File: src/rtl/uart_pkg.sv
// Shared types and defaults for the UART transmit arbiter.
package uart_pkg;

   // Arbiter FSM states; the encoding is also exported on the debug port.
   typedef enum logic [1:0] {
      IDLE       = 2'd0,
      LAUNCH     = 2'd1,
      WAIT_START = 2'd2,
      WAIT_DONE  = 2'd3
   } arbState_t;

   localparam int DEFAULT_WIDTH   = 8;
   localparam int DEFAULT_NUM_REQ = 4;

   // Width of a requester index; NUM_REQ is always at least 2.
   localparam int DEFAULT_IDX_W   = $clog2(DEFAULT_NUM_REQ);

endpackage

File: src/rtl/rr_picker.sv
// Combinational round-robin picker: first valid requester after lastGrant,
// wrapping from NUM_REQ-1 back to 0.
module rr_picker
   import uart_pkg::*;
#(
   parameter int NUM_REQ = DEFAULT_NUM_REQ,
   parameter int IDX_W   = DEFAULT_IDX_W
)(
   input  logic [NUM_REQ-1:0] reqValid,
   input  logic [IDX_W-1:0]   lastGrant,
   output logic [IDX_W-1:0]   winner,
   output logic               anyValid
);

   // Walk the requesters in priority order starting just after lastGrant.
   always_comb begin
      int idx;
      winner   = '0;
      anyValid = 1'b0;
      idx      = 0;
      for (int k = 1; k <= NUM_REQ; k++) begin
         idx = int'(lastGrant) + k;
         if (idx >= NUM_REQ) begin
            idx = idx - NUM_REQ;
         end
         if (!anyValid && reqValid[IDX_W'(idx)]) begin
            winner   = IDX_W'(idx);
            anyValid = 1'b1;
         end
      end
   end

endmodule

File: src/rtl/uart_tx_arbiter.sv
// Round-robin arbiter sharing one UART transmitter among NUM_REQ requesters.
// Optional start-acknowledge watchdog enabled by defining UART_ARB_TIMEOUT_EN.
//
// Handshake: a requester holds reqValid/reqData stable until it sees a
// one-cycle reqReady pulse; that pulse coincides with the txStart strobe that
// hands its character to the transmitter, which then answers via txBusy.
module uart_tx_arbiter
   import uart_pkg::*;
#(
   parameter int NUM_REQ        = DEFAULT_NUM_REQ,
   parameter int WIDTH          = DEFAULT_WIDTH,
   parameter int TIMEOUT_CYCLES = 1024
)(
   input  logic                       clk,
   input  logic                       reset,
   input  logic [NUM_REQ-1:0]         reqValid,
   input  logic [NUM_REQ*WIDTH-1:0]   reqData,
   output logic [NUM_REQ-1:0]         reqReady,
   output logic [WIDTH-1:0]           txData,
   output logic                       txStart,
   input  logic                       txBusy,
   output logic [$clog2(NUM_REQ)-1:0] grantId,
   output logic                       arbBusy,
   output logic                       timeoutErr,
   output logic [1:0]                 dbgState
);

   localparam int IDX_W = $clog2(NUM_REQ);

   arbState_t        state;
   arbState_t        nextState;
   logic [IDX_W-1:0] lastGrant;
   logic [IDX_W-1:0] winner;
   logic             anyValid;
   logic [WIDTH-1:0] winData;
   logic             loadGrant;
   logic             releaseGrant;
   logic             toExpire;

   rr_picker #(
      .NUM_REQ (NUM_REQ),
      .IDX_W   (IDX_W)
   ) uPicker (
      .reqValid  (reqValid),
      .lastGrant (lastGrant),
      .winner    (winner),
      .anyValid  (anyValid)
   );

   // Select the winning requester's character from the packed data bus.
   always_comb begin
      winData = '0;
      for (int i = 0; i < NUM_REQ; i++) begin
         if (winner == IDX_W'(i)) begin
            winData = reqData[i*WIDTH +: WIDTH];
         end
      end
   end

`ifdef UART_ARB_TIMEOUT_EN
   localparam int CNT_W = $clog2(TIMEOUT_CYCLES + 1);

   logic [CNT_W-1:0] toCnt;

   // Watchdog counts cycles spent in WAIT_START and clears in every other state.
   always_ff @(posedge clk or posedge reset) begin
      if (reset) begin
         toCnt <= '0;
      end else if (state == WAIT_START) begin
         toCnt <= toCnt + 1'b1;
      end else begin
         toCnt <= '0;
      end
   end

   assign toExpire = (state == WAIT_START) && !txBusy &&
                     (toCnt == CNT_W'(TIMEOUT_CYCLES - 1));
`else
   // No watchdog in this build; TIMEOUT_CYCLES has no effect and the
   // comparison below is constant false for any legal value.
   assign toExpire = (TIMEOUT_CYCLES < 0);
`endif

   // State register.
   always_ff @(posedge clk or posedge reset) begin
      if (reset) begin
         state <= IDLE;
      end else begin
         state <= nextState;
      end
   end

   // Next-state logic plus the grant load/release strobes.
   always_comb begin
      nextState    = state;
      loadGrant    = 1'b0;
      releaseGrant = 1'b0;
      case (state)
         IDLE: begin
            if (anyValid && !txBusy) begin
               nextState = LAUNCH;
               loadGrant = 1'b1;
            end
         end
         LAUNCH: begin
            nextState = WAIT_START;
         end
         WAIT_START: begin
            if (txBusy) begin
               nextState = WAIT_DONE;
            end else if (toExpire) begin
               nextState    = IDLE;
               releaseGrant = 1'b1;
            end
         end
         WAIT_DONE: begin
            if (!txBusy) begin
               nextState    = IDLE;
               releaseGrant = 1'b1;
            end
         end
         default: begin
            nextState = IDLE;
         end
      endcase
   end

   // Grant datapath: capture winner on launch, advance priority on release.
   always_ff @(posedge clk or posedge reset) begin
      if (reset) begin
         txData    <= '0;
         grantId   <= '0;
         lastGrant <= IDX_W'(NUM_REQ - 1);
      end else begin
         if (loadGrant) begin
            txData  <= winData;
            grantId <= winner;
         end
         if (releaseGrant) begin
            lastGrant <= grantId;
         end
      end
   end

   // Strobes decode straight from state so reset silences them immediately.
   always_comb begin
      txStart    = (state == LAUNCH);
      reqReady   = (state == LAUNCH) ? (NUM_REQ'(1) << grantId) : '0;
      arbBusy    = (state != IDLE);
      timeoutErr = toExpire;
      dbgState   = state;
   end

endmodule
File: config.mk
export PLATFORM = sky130hd
export DESIGN_NAME = uart_tx_arbiter
export DESIGN_NICKNAME = d
export VERILOG_FILES = /design/src/rtl/uart_pkg.sv /design/src/rtl/rr_picker.sv /design/src/rtl/uart_tx_arbiter.sv
export SDC_FILE = /design/constraint.sdc
export NUM_CORES = 1
export LEC_CHECK = 0
export CORE_UTILIZATION = 33
export DETAILED_ROUTE_END_ITERATION = 7
export PLACE_DENSITY = 0.77
export SLEW_MARGIN = 30
export SYNTH_ARGS = -nofsm -noshare
export SYNTH_HDL_FRONTEND = slang
export SYNTH_SLANG_ARGS = --single-unit
File: constraint.sdc
create_clock -name clk -period 2.2 [get_ports clk]
set_input_delay 0.66 -clock clk [delete_from_list [all_inputs] [get_ports clk]]
set_output_delay 0.66 -clock clk [all_outputs]
set_load 0.05 [all_outputs]
; ---- Word level (Yosys, flattened, before mapping)
; Index checks and enable logic that the tools add are counted.
[totals]
ff_bits = 14
word_cells = 79
[op_classes]
add_sub_neg = 8
n_lt_le_gt_ge = 8
n_eq_ne = 9
shifts = 1
mux = 37
n_reduce_logical = 12
[ops]
columns = cell, count
row1 = $mux 8, 4
row2 = $mux 2, 11
row3 = $lt 2x4->1 const B, 4
row4 = $mux 1, 16
row5 = $ge 3x3->1 const B, 3
row6 = $bmux 1 s2, 4
row7 = $eq 2x2->1 const B, 4
row8 = $pmux 2 s4, 1
row9 = $sub 2x1->2 const B, 4
row10 = $add 2x2->3 const B, 2
row11 = $ne 2x2->1 const B, 3
row12 = $add 2x3->4 const B, 1
row13 = $eq 2x1->1 const B, 2
row14 = $ge 4x3->1 const B, 1
row15 = $logic_and 1x1->1, 4
row16 = $logic_not 1->1, 4
row17 = $logic_not 2->1, 2
row18 = $mux 4, 1
row19 = $shl 1x2->4 const A, 1
row20 = $add 2x1->3 const B, 1
row21 = $reduce_and 3->1, 1
row22 = $reduce_bool 2->1, 1

; ---- Longest topological paths before layout
; Gate-level depths: netlist (run 1).
[logic_depth]
ltp_word = 21
mapped_depth = 7

; ---- Modules after synthesis
; From an unflattened synthesis (run 1), not the netlist that was laid out.
[unflattened]
hier_cells = 76
hier_area_um2 = 958.4
[by_module_without_submodules]
columns = module, instances, cells_each, area_per_inst_um2
row1 = uart_tx_arbiter, 1, 62, 867.1
row2 = rr_picker, 1, 14, 91.3

; ---- Worst setup path after synthesis (run 1)
; Ideal clock, no wire load.
[synth_timing]
path_kind = register to output
startpoint = register state[1], in the netlist dbgState[1]
endpoint = output port reqReady[0]
arrival_time_ns = 2.501
path_slack_ns = -0.961
stages_incl_launch_ff = 4
cell_sequence = dfrtp_1 inv_1 ha_1 nor3b_1
[synth_via]
elab_chain_len = 2
[synth_rtl]
columns = element, line
row1 = from (decl), uart_tx_arbiter.sv:30  ; arbState_t state;
row2 = from (signal assigned), uart_tx_arbiter.sv:89  ; state <= nextState;
row3 = $eq 2x1->1, -
row4 = via txStart, uart_tx_arbiter.sv:20  ; output logic txStart,
row5 = $mux 4, uart_tx_arbiter.sv:148  ; reqReady = (state == LAUNCH) ? (NUM_REQ'(1) << grantId) : '0;
row6 = to (decl), uart_tx_arbiter.sv:18  ; output logic [NUM_REQ-1:0] reqReady,
; The timed path passes the listed nets, and every way through them passes these cells.

; ---- Worst setup path in the final report (run 1)
[layout_timing]
startpoint = register txData[1]
endpoint = output port txData[1]
[layout_lines]
columns = element, line
row1 = from (decl), uart_tx_arbiter.sv:19  ; output logic [WIDTH-1:0] txData,
row2 = from (signal assigned), uart_tx_arbiter.sv:136  ; txData <= winData;
; No word-level cell between the ends.

==> results.md, run 1 <==
* Final setup vio count at 0
* Die Y at 56.0 um
* Total net switching power at 1.13 mW
* Core footprint at 2760 um2
* Post-cts sizing count at 0
* GR Util All Layers at 17.4%
* Max Cap Violations at 0
* P_leak at 0.794 nW
* Clock Tree Root: clkbuf_4
* Min Tclk post-route at 2.14 ns
* Peak VDD IR at 0.00124 V
* Clock Path Buffers at 2
* Comb power frac at 69.1%
* Worst Path Buf+Inv at 1
* DRT antenna net count at 0
* Synth warnings at 0
* ANT cells at 0
* Clk network pwr share at 7.8%
* GPL Wtd Cong at 0.689
* Initial Utilization at 34.9%
* Final worst slack at 0.0573 ns
* Clock skew at 0.00563 ns
* Largest net degree at the start of global routing at 18
* Worst r2r path cells at 6
* Number of global-route vias before repair at 985
* Type of origin of the critical path: flop
* Fmax at 0.467 GHz
* Complex-gate fraction of the synthesized area at 13.5%
* Reg-to-reg startpoint: dbgState[0]$_DFFE_PP0P_
* CTS clk-pin slew, worst paths at 0.09 ns
* Worst setup EP type: output pin
* Worst hold path type: flop to flop
* Footprint of the multi-input gates at 578 um2
* # port buffers at 56
* Layout cells sized above 1 at 24.4%
* Post-Synth XOR/XNOR Area at 0%
* Crit path max fanout at 2
* Cts hold-fix bufs at 0
* Largest stage delay on the critical path at 0.82 ns
* Vias per cell at 5.18
* Power per cell area at 1350 nW/um2
* Die Wd at 56.0 um
* Slew HR at 65.4%
* Most frequent cells in the layout: clkdlybuf4s50_1, mux2i_1, nand2_1
* Synth Flop Type: dfrtp_1
* Final WL at 2800 um
* Layout Nets at 201
* Most common cell after layout, fill and taps aside: clkdlybuf4s50_1
* Outcome: finished clean
* Arrival time worst endpoint at 1.48 ns
* Placement Setup Slack at -0.222 ns
* Cell Rows at 19
* Seq pwr share at 23.1%
* Initial antenna violation count at 0
* Grt ovf at 0
* DR DRC count at 0
* Initial drt markers at 28
* Flops & latches, synth at 14
* Worst path slowest cell: clkdlybuf4s50_1
* Reg2reg setup slack at 0.23 ns
* Worst-path cell chain: clkdlybuf4s50_1
* Filler cells at 228
* CTS tree: built
* Clk sinks at 14
* Switching Share at 48.3%
* Fraction of registers with async set/reset at 100%
* Sequential area share after synthesis at 36.7%
* WP depth at 1
* DP Area at 1650 um2
* EDFF count, synth at 0
* Wirelength per Cell at 15.0 um
* Overall Power at 2.35 mW
* Mux contribution to synthesized area at 22.4%
* Largest family of logic cells by synthesized area: multiplexers
* Worst Setup EP: txData[1]
* Crit path launch: txData[1]$_DFFE_PP0P_
* Setup CP Type: flop to output pin
* Hold Vio Cnt, Final at 0
* H-tree depth at 1
* Detailed Place HPWL at 2160 um
* Fin crit share at 97.4%
* Final instance area at 1730 um2
* Post-Syn Nets at 138
* Mapped Cells at 94
* Synth Cell Area at 962 um2
* CP top delay family: buffers and inverters
* Die area at 3140 um2
* Crit path required time at 1.54 ns
* Global-route wire length before repair at 4250 um
* Synth Area in Adders at 6.50%
* Worst skew pair latency at 0.28 ns
* Internal power at 1.21 mW
* I/O pin total at 58
* Synthesized area per cell at 10.2 um2
* Via count at 968
* Final Max Slew Viols at 0
* Netlist cell types at 29
* Cts bufs inserted at 3
* Drt pass-1 iters at 4
* Simple-gate area share of the yosys netlist at 13.1%
* Worst-Margin Slew at 0.518 ns
* Post-CTS Setup Inserts at 0
* R2r endpoint: txData[0]$_DFFE_PP0P_
* Sequential cell area at 355 um2
* P&R area growth vs syn at 80.1%
==> per-layer routing <==
layer	vias up	part of all wire, %	global-route usage (%)
li1	465	-	-
met1	471	43	21.0
met2	30	52	30.3
met3	2	4.6	4.65
met4	0	0.82	4.88
met5	-	0	0
==> sequential cells by signal (all words and copies together) (netlist names) <==
register	count
txData	8
dbgState	2
grantId	2
lastGrant	2
==> logic make-up (layout without fill, tap and decap cells) <==
family,after synthesis,in the layout
AO/OA/AOI/OAI,17,17
adder cells (fa/ha/maj),5,5
buffers and inverters,11,73
flip-flops,14,14
multiplexers,21,21
other,1,1
AND/OR/NAND/NOR,25,25
==> Yosys cell counts, drive strengths merged, types with 2 or more instances <==
cell type	n	area, um2
o21ai	2	10.0
ha	5	62.6
dfstp	2	52.6
a21oi	4	20.0
buf	6	52.6
dfrtp	12	300
inv	5	18.8
mux2i	17	170
nand2	11	41.3
nor2	2	7.51
mux2	4	45.0
o221ai	9	85.1
nand2b	4	25.0
==> per-stage QoR <==
step	util [%]	hold WS [ns]	instances	TNS, ns
2_1_floorplan	-	0.548	94	0
3_3_place_gp	59.9	0.472	182	-1.42
3_5_place_dp	59.9	0.482	182	-1.77
4_1_cts	61.3	0.501	186	0
5_1_grt	62.8	0.541	187	-0.0108
6_report	62.8	0.504	187	0
==> cell type report <==
type	instances	area share [%]
inverters	5	1.08
multi-input cells	69	33.4
flip-flops and latches	14	20.5
clock buffers	4	2.09
well taps	31	2.24
repair buffers	64	40.7
==> power by group through the flow <==
stage / registers, mW / logic [mW] / clock network, mW
global placement: 0.533 / 1.55 / 0
floorplan: 0.878 / 0.682 / 0
CTS: 0.542 / 1.60 / 0.187
finish: 0.543 / 1.62 / 0.183
global route: 0.559 / 1.71 / 0.198
detailed placement: 0.542 / 1.59 / 0
==> worst min path at each step <==
stage / from / to / slack [ns] / cells past startpoint
6_report: txData[5]$_DFFE_PP0P_ / txData[5]$_DFFE_PP0P_ / 0.50 / 2
5_1_grt: txData[7]$_DFFE_PP0P_ / txData[7]$_DFFE_PP0P_ / 0.54 / 2
4_1_cts: txData[5]$_DFFE_PP0P_ / txData[5]$_DFFE_PP0P_ / 0.50 / 2
3_5_place_dp: txData[5]$_DFFE_PP0P_ / txData[5]$_DFFE_PP0P_ / 0.48 / 2
3_3_place_gp: txData[5]$_DFFE_PP0P_ / txData[5]$_DFFE_PP0P_ / 0.47 / 2
2_1_floorplan: reset / grantId[0]$_DFFE_PP0P_ / 0.55 / 1
Note: power is estimated with default switching activity, not from simulation.
==> run 2, diff against run 1 <==
Settings changed: GPL_TIMING_DRIVEN set to 0.
==> run 2 against run 1 <==
Effect of this change:
- setup slack worse by 0.0043 ns
- critical endpoint is now dbgState[1]
- wire length shrank 1.5%
- die area unchanged
- global-route usage grew 0.60 points
- first-iteration DRC count down 11%
- utilization shrank 3.9 points
- critical path type unchanged
- total power shrank 6.4%
- largest power group unchanged
==> results.md, run 2 (synthesized netlist as in run 1, its figures left out) <==
* Worst-path cell chain: clkdlybuf4s50_1
* Initial Utilization at 34.9% (unchanged)
* Final instance area at 1620 um2 (-6.3%)
* Clock skew at 0.00648 ns (+0.000850 ns)
* Final Max Slew Viols at 0 (unchanged)
* CP top delay family: buffers and inverters
* Largest stage delay on the critical path at 0.81 ns (about the same)
* GR Util All Layers at 18.0% (+0.60 points)
* Footprint of the multi-input gates at 573 um2 (-0.87%)
* Worst skew pair latency at 0.28 ns (about the same)
* Initial antenna violation count at 0 (unchanged)
* Worst-Margin Slew at 0.528 ns (+0.0108 ns)
* Cts hold-fix bufs at 0 (unchanged)
* Die Wd at 56.0 um (unchanged)
* Crit path required time at 1.54 ns (about the same)
* DRT antenna net count at 0 (unchanged)
* Arrival time worst endpoint at 1.49 ns (about the same)
* DR DRC count at 0 (unchanged)
* WL met1 at 1230 um (+2.9%)
* Vias per cell at 5.16 (-0.38%)
* Most frequent cells in the layout: clkdlybuf4s50_1, mux2i_1, nand2_1
* Drt pass-1 iters at 4 (unchanged)
* Hold_ws at 0.492 ns (-0.0122 ns)
* GPL Wtd Cong at 0.650 (-5.7%)
* Detailed Place HPWL at 2180 um (+0.61%)
* Via count at 954 (-1.4%)
* I/O pin total at 58 (unchanged)
* Cell Rows at 19 (unchanged)
* Global-route wire length before repair at 4440 um (+4.4%)
* Largest net degree at the start of global routing at 15 (-3)
* Hold Vio Cnt, Final at 0 (unchanged)
* Initial drt markers at 25 (-11%)
* Worst hold path type: flop to flop
* Final setup vio count at 0 (unchanged)
* DR WL met2 at 1380 um (-5.2%)
* P&R area growth vs syn at 68.8%
* Layout cells sized above 1 at 20.8% (-3.6 points)
* Final worst slack at 0.0530 ns (-0.00430 ns)
* Placed Cells at 181 (-0.55%)
* Die area at 3140 um2 (unchanged)
* H-tree depth at 1 (unchanged)
* Clk sinks at 14 (unchanged)
* Utilization after layout at 58.9% (-3.9 points)
* CTS clk-pin slew, worst paths at 0.09 ns (about the same)
* Met3 WL at 126 um (-2.3%)
* Type of origin of the critical path: flop
* ANT cells at 0 (unchanged)
* P_leak at 0.751 nW (-5.4%)
* Crit path max fanout at 5 (+3)
* Worst Path Buf+Inv at 1 (unchanged)
* Number of global-route vias before repair at 944 (-4.2%)
* Setup CP Type: flop to output pin
* Fmax at 0.466 GHz (-0.20%)
* Slew HR at 64.7% (-0.65 points)
* Non-Filler Instances at 185 (-1.1%)
* Final WL at 2760 um (-1.5%)
* Setup TNS at 0 ns (unchanged)
* Worst setup EP type: output pin
* Grt ovf at 0 (unchanged)
* CTS tree: built
* Worst path slowest cell: clkdlybuf4s50_1
* Most common cell after layout, fill and taps aside: clkdlybuf4s50_1
* Max reg flops at 8 (unchanged)
* DP Area at 1590 um2 (-3.8%)
* Fin crit share at 97.6% (+0.20 points)
* Layout Nets at 199 (-1.0%)
* Cts bufs inserted at 3 (unchanged)
* Wirelength per Cell at 14.9 um (-0.40%)
* Peak VDD IR at 0.000894 V (-28%)
* Highest Signal Layer: met4
* Min Tclk post-route at 2.15 ns (+0.00430 ns)
* Most flops, register: txData
* Sequential cell area at 355 um2 (unchanged)
* Filler cells at 256 (+12%)
* Overall Power at 2.20 mW (-6.4%)
* Clock Path Buffers at 2 (unchanged)
* Clock Tree Root: clkbuf_4
* Die Y at 56.0 um (unchanged)
* RSZ-0062 raised after global routing: no
* Power per cell area at 1350 nW/um2 (about the same)
* Placement Setup Slack at -0.342 ns (-0.120 ns)
* # port buffers at 56 (unchanged)
* Core footprint at 2760 um2 (unchanged)
* Max Cap Violations at 0 (unchanged)
* Outcome: finished clean
[run 2: changes by cell type in the layout (fill, tap and decap cells not counted), moves of 2 or more]
cell,before,now
buf_12,7,2
buf_2,0,7
buf_4,10,1
clkdlybuf4s50_1,44,46
dlygate4sd2_1,0,2
[run 2: per-layer routing]
| metal | GRT usage, % | up-vias |
|---|---|---|
| met2 | 29.6 | 29 |
| met1 | 24.0 | 462 |
| li1 | - | 459 |
| met4 | 5.23 | 0 |
| met5 | 0 | - |
| met3 | 3.49 | 4 |
[run 2: repair_timing]
action	in CTS	in global routing
resized for setup	27	8
endpoints found under the setup margin	17	8
setup buffers	1	0
gates cloned	0	0
[run 2: where the power goes]
part           internal [mW]  switching, mW  leakage, nW
Clock                  0.101         0.0831       0.0210
Sequential             0.400          0.131        0.166
Combinational          0.590          0.892        0.564
Total                   1.09           1.11        0.751
[run 2: area by class of cell]
type,instances,area share [%]
Buffer,5,3.00
Inverter,5,1.16
Timing Repair Buffer,57,34.1
Tap cell,31,2.39
Multi-Input combinational cell,69,35.3
Clock buffer,4,2.23
Sequential cell,14,21.9
[run 2: path summary, 6_finish.rpt]
kind | from | endpoint | slack [ns] | cells past startpoint
hold reg to reg | txData[5]$_DFFE_PP0P_ | txData[5]$_DFFE_PP0P_ | 0.49 | 2
setup / recovery | dbgState[1]$_DFFE_PP0P_ | dbgState[1] | 0.05 | 1
hold / removal | txData[5]$_DFFE_PP0P_ | txData[5]$_DFFE_PP0P_ | 0.49 | 2
setup reg to reg | dbgState[0]$_DFFE_PP0P_ | txData[3]$_DFFE_PP0P_ | 0.20 | 7
max in group asynchronous | reset | dbgState[0]$_DFFE_PP0P_ | 1.10 | 2
min in group asynchronous | reset | txData[7]$_DFFE_PP0P_ | 0.71 | 2
==> run 3, diff against run 2 <==
Settings changed: CORE_UTILIZATION 33 to 28, PLACE_DENSITY 0.77 to 0.68.
==> run 3 against run 2 <==
Effect of this change:
- clock skew down 0.0036 ns
- largest power group unchanged
- critical path depth up 3
- total power down 2.1%
- sequential share of layout area down 0.27 points
==> results.md, run 3 (synthesized netlist as in run 1, its figures left out) <==
* Outcome: finished clean
* Hold path cells at 2 (unchanged)
* Slew HR at 64.9% (+0.19 points)
* Via count at 930 (-2.5%)
* Global-route wire length before repair at 3860 um (-13%)
* Fin crit share at 96.9% (-0.69 points)
* Worst-Margin Slew at 0.524 ns (-0.00391 ns)
* GPL Wtd Cong at 0.786 (+21%)
* Cts hold-fix bufs at 0 (unchanged)
* Drt pass-1 iters at 3 (-1)
* GR Util All Layers at 14.1% (-3.9 points)
* Die Wd at 60.6 um (+8.3%)
* Reg2reg setup slack at 0.28 ns (+0.08 ns)
* Utilization after layout at 52.1% (-6.8 points)
* P&R area growth vs syn at 70.9%
* DRT antenna net count at 0 (unchanged)
* Min Tclk post-route at 2.13 ns (-0.0152 ns)
* Switching Share at 50.4% (about the same)
* Crit path max fanout at 4 (-1)
* Final WL at 2600 um (-5.7%)
* Clock skew at 0.00289 ns (-0.00359 ns)
* Power per cell area at 1310 nW/um2 (-3.3%)
* CP top delay family: buffers and inverters
* Most frequent cells in the layout: clkdlybuf4s50_1, mux2i_1, nand2_1
* Fmax at 0.469 GHz (+0.71%)
* Worst r2r path cells at 7 (unchanged)
* Layout cells sized above 1 at 20.1% (-0.65 points)
* Worst path slowest cell: dfrtp_2
* Grt ovf at 0 (unchanged)
* Worst hold path type: flop to flop
* Final setup vio count at 0 (unchanged)
* Type of origin of the critical path: flop
* Comb power frac at 68.7% (+1.2 points)
* Worst skew pair latency at 0.27 ns (about the same)
* Crit path required time at 1.54 ns (about the same)
* Max reg flops at 8 (unchanged)
* CTS clk-pin slew, worst paths at 0.08 ns (about the same)
* Hold Vio Cnt, Final at 0 (unchanged)
* Most common cell after layout, fill and taps aside: clkdlybuf4s50_1
* I/O pin total at 58 (unchanged)
* Wirelength per Cell at 13.1 um (-12%)
* Initial drt markers at 32 (+28%)
* Final instance area at 1640 um2 (+1.2%)
* DR DRC count at 0 (unchanged)
* Most used cell, CP: inv_1
* Seq pwr share at 24.5% (+0.3 points)
* Worst-path cell chain: inv_1 -> ha_1 -> inv_1 -> clkdlybuf4s15_2
* Peak VDD IR at 0.000474 V (-47%)
* Worst setup EP type: output pin
* R2r endpoint: txData[6]$_DFFE_PP0P_
* Number of global-route vias before repair at 909 (-3.7%)
* P_leak at 0.756 nW (+0.64%)
* CTS tree: built
* Hold Path End: txData[1]$_DFFE_PP0P_
* Cts bufs inserted at 3 (unchanged)
* Largest stage delay on the critical path at 0.42 ns (-0.39 ns)
* Clk network pwr share at 6.8% (-1.6 points)
* Clock Path Buffers at 2 (unchanged)
* Worst Path Buf+Inv at 3 (+2)
* Largest net degree at the start of global routing at 15 (unchanged)
* Arrival time worst endpoint at 1.47 ns (-0.02 ns)
* Setup CP Type: flop to output pin
* H-tree depth at 1 (unchanged)
* Final Max Slew Viols at 0 (unchanged)
* Layout Nets at 199 (unchanged)
* Die Y at 60.6 um (+8.3%)
* Vias per cell at 4.70 (-8.9%)
* Initial antenna violation count at 0 (unchanged)
* Internal power at 1.07 mW (-2.2%)
* ANT cells at 0 (unchanged)
* Clk sinks at 14 (unchanged)
* Detailed Place HPWL at 2110 um (-3.0%)
* Clock Tree Root: clkbuf_4
* Reg-to-reg startpoint: dbgState[0]$_DFFE_PP0P_
* DP Area at 1610 um2 (+1.0%)
* Cell Rows at 20 (+1)
* # port buffers at 56 (unchanged)
* Worst Min Path Start: txData[1]$_DFFE_PP0P_
* Max Cap Violations at 0 (unchanged)
* Core footprint at 3150 um2 (+14%)
* Total net switching power at 1.08 mW (-2.1%)
* Most flops, register: txData
* Initial Utilization at 30.5% (-4.4 points)
* Die area at 3670 um2 (+17%)
[run 3: through the flow]
step	power (mW)	setup WS, ns	instances	hold slack, ns	TNS [ns]
5_1_grt	2.30	-0.00116	198	0.527	-0.00116
3_3_place_gp	2.00	-0.284	194	0.472	-3.29
4_1_cts	2.16	0.00111	197	0.497	0
6_report	2.15	0.0682	198	0.500	0
2_1_floorplan	1.56	0.0691	94	0.548	0
3_5_place_dp	2.04	-0.339	194	0.479	-3.97
[run 3: area by class of cell]
type                            count  area (um2)
Sequential cell                    14         355
Multi-Input combinational cell     69         573
Inverter                            5        18.8
Timing Repair Buffer               57         567
Fill cell                         312        1510
Tap cell                           44        55.1
Buffer                              5        48.8
Clock buffer                        4        26.3
[run 3: how the worst max path moves through the flow]
stage	startpoint	to	slack, ns	cells past startpoint
final	dbgState[0]$_DFFE_PP0P_	arbBusy	0.07	4
after floorplan	dbgState[1]$_DFFE_PP0P_	txData[0]$_DFFE_PP0P_	0.07	7
after global routing	reqValid[1]	grantId[0]$_DFFE_PP0P_	-0.001	5
after CTS	dbgState[1]$_DFFE_PP0P_	reqReady[3]	0.001	4
after detailed placement	reqValid[1]	txData[6]$_DFFE_PP0P_	-0.34	6
after global placement	reqValid[1]	txData[2]$_DFFE_PP0P_	-0.28	6
[run 3: routing by layer]
metal / up-vias / share of wire [%] / global-route usage [%]
met3: 2 / 5.1 / 4.26
met1: 447 / 42 / 18.4
met2: 23 / 52 / 23.7
met5: - / 0 / 0
li1: 458 / - / -
met4: 0 / 0.69 / 1.95
[run 3: worst reg2reg max path, cell delays in order, from the launching register on]
cell and delay [ns]:
dfrtp_2 0.45, inv_1 0.13, ha_1 0.20, inv_1 0.06, or3_1 0.37, or2_2 0.28
buf_2 0.18, o221ai_1 0.16
[run 3: power groups by stage]
stage / logic, mW / clock network [mW] / registers [mW]
2_1_floorplan: 0.682 / 0 / 0.878
3_3_place_gp: 1.48 / 0 / 0.526
3_5_place_dp: 1.50 / 0 / 0.534
4_1_cts: 1.47 / 0.154 / 0.529
5_1_grt: 1.58 / 0.164 / 0.551
6_report: 1.48 / 0.146 / 0.526
[run 3: what timing repair did]
item / CTS / global route
gates resized for setup: 24 / 13
endpoints found under the setup margin: 16 / 18
setup buffers: 0 / 1
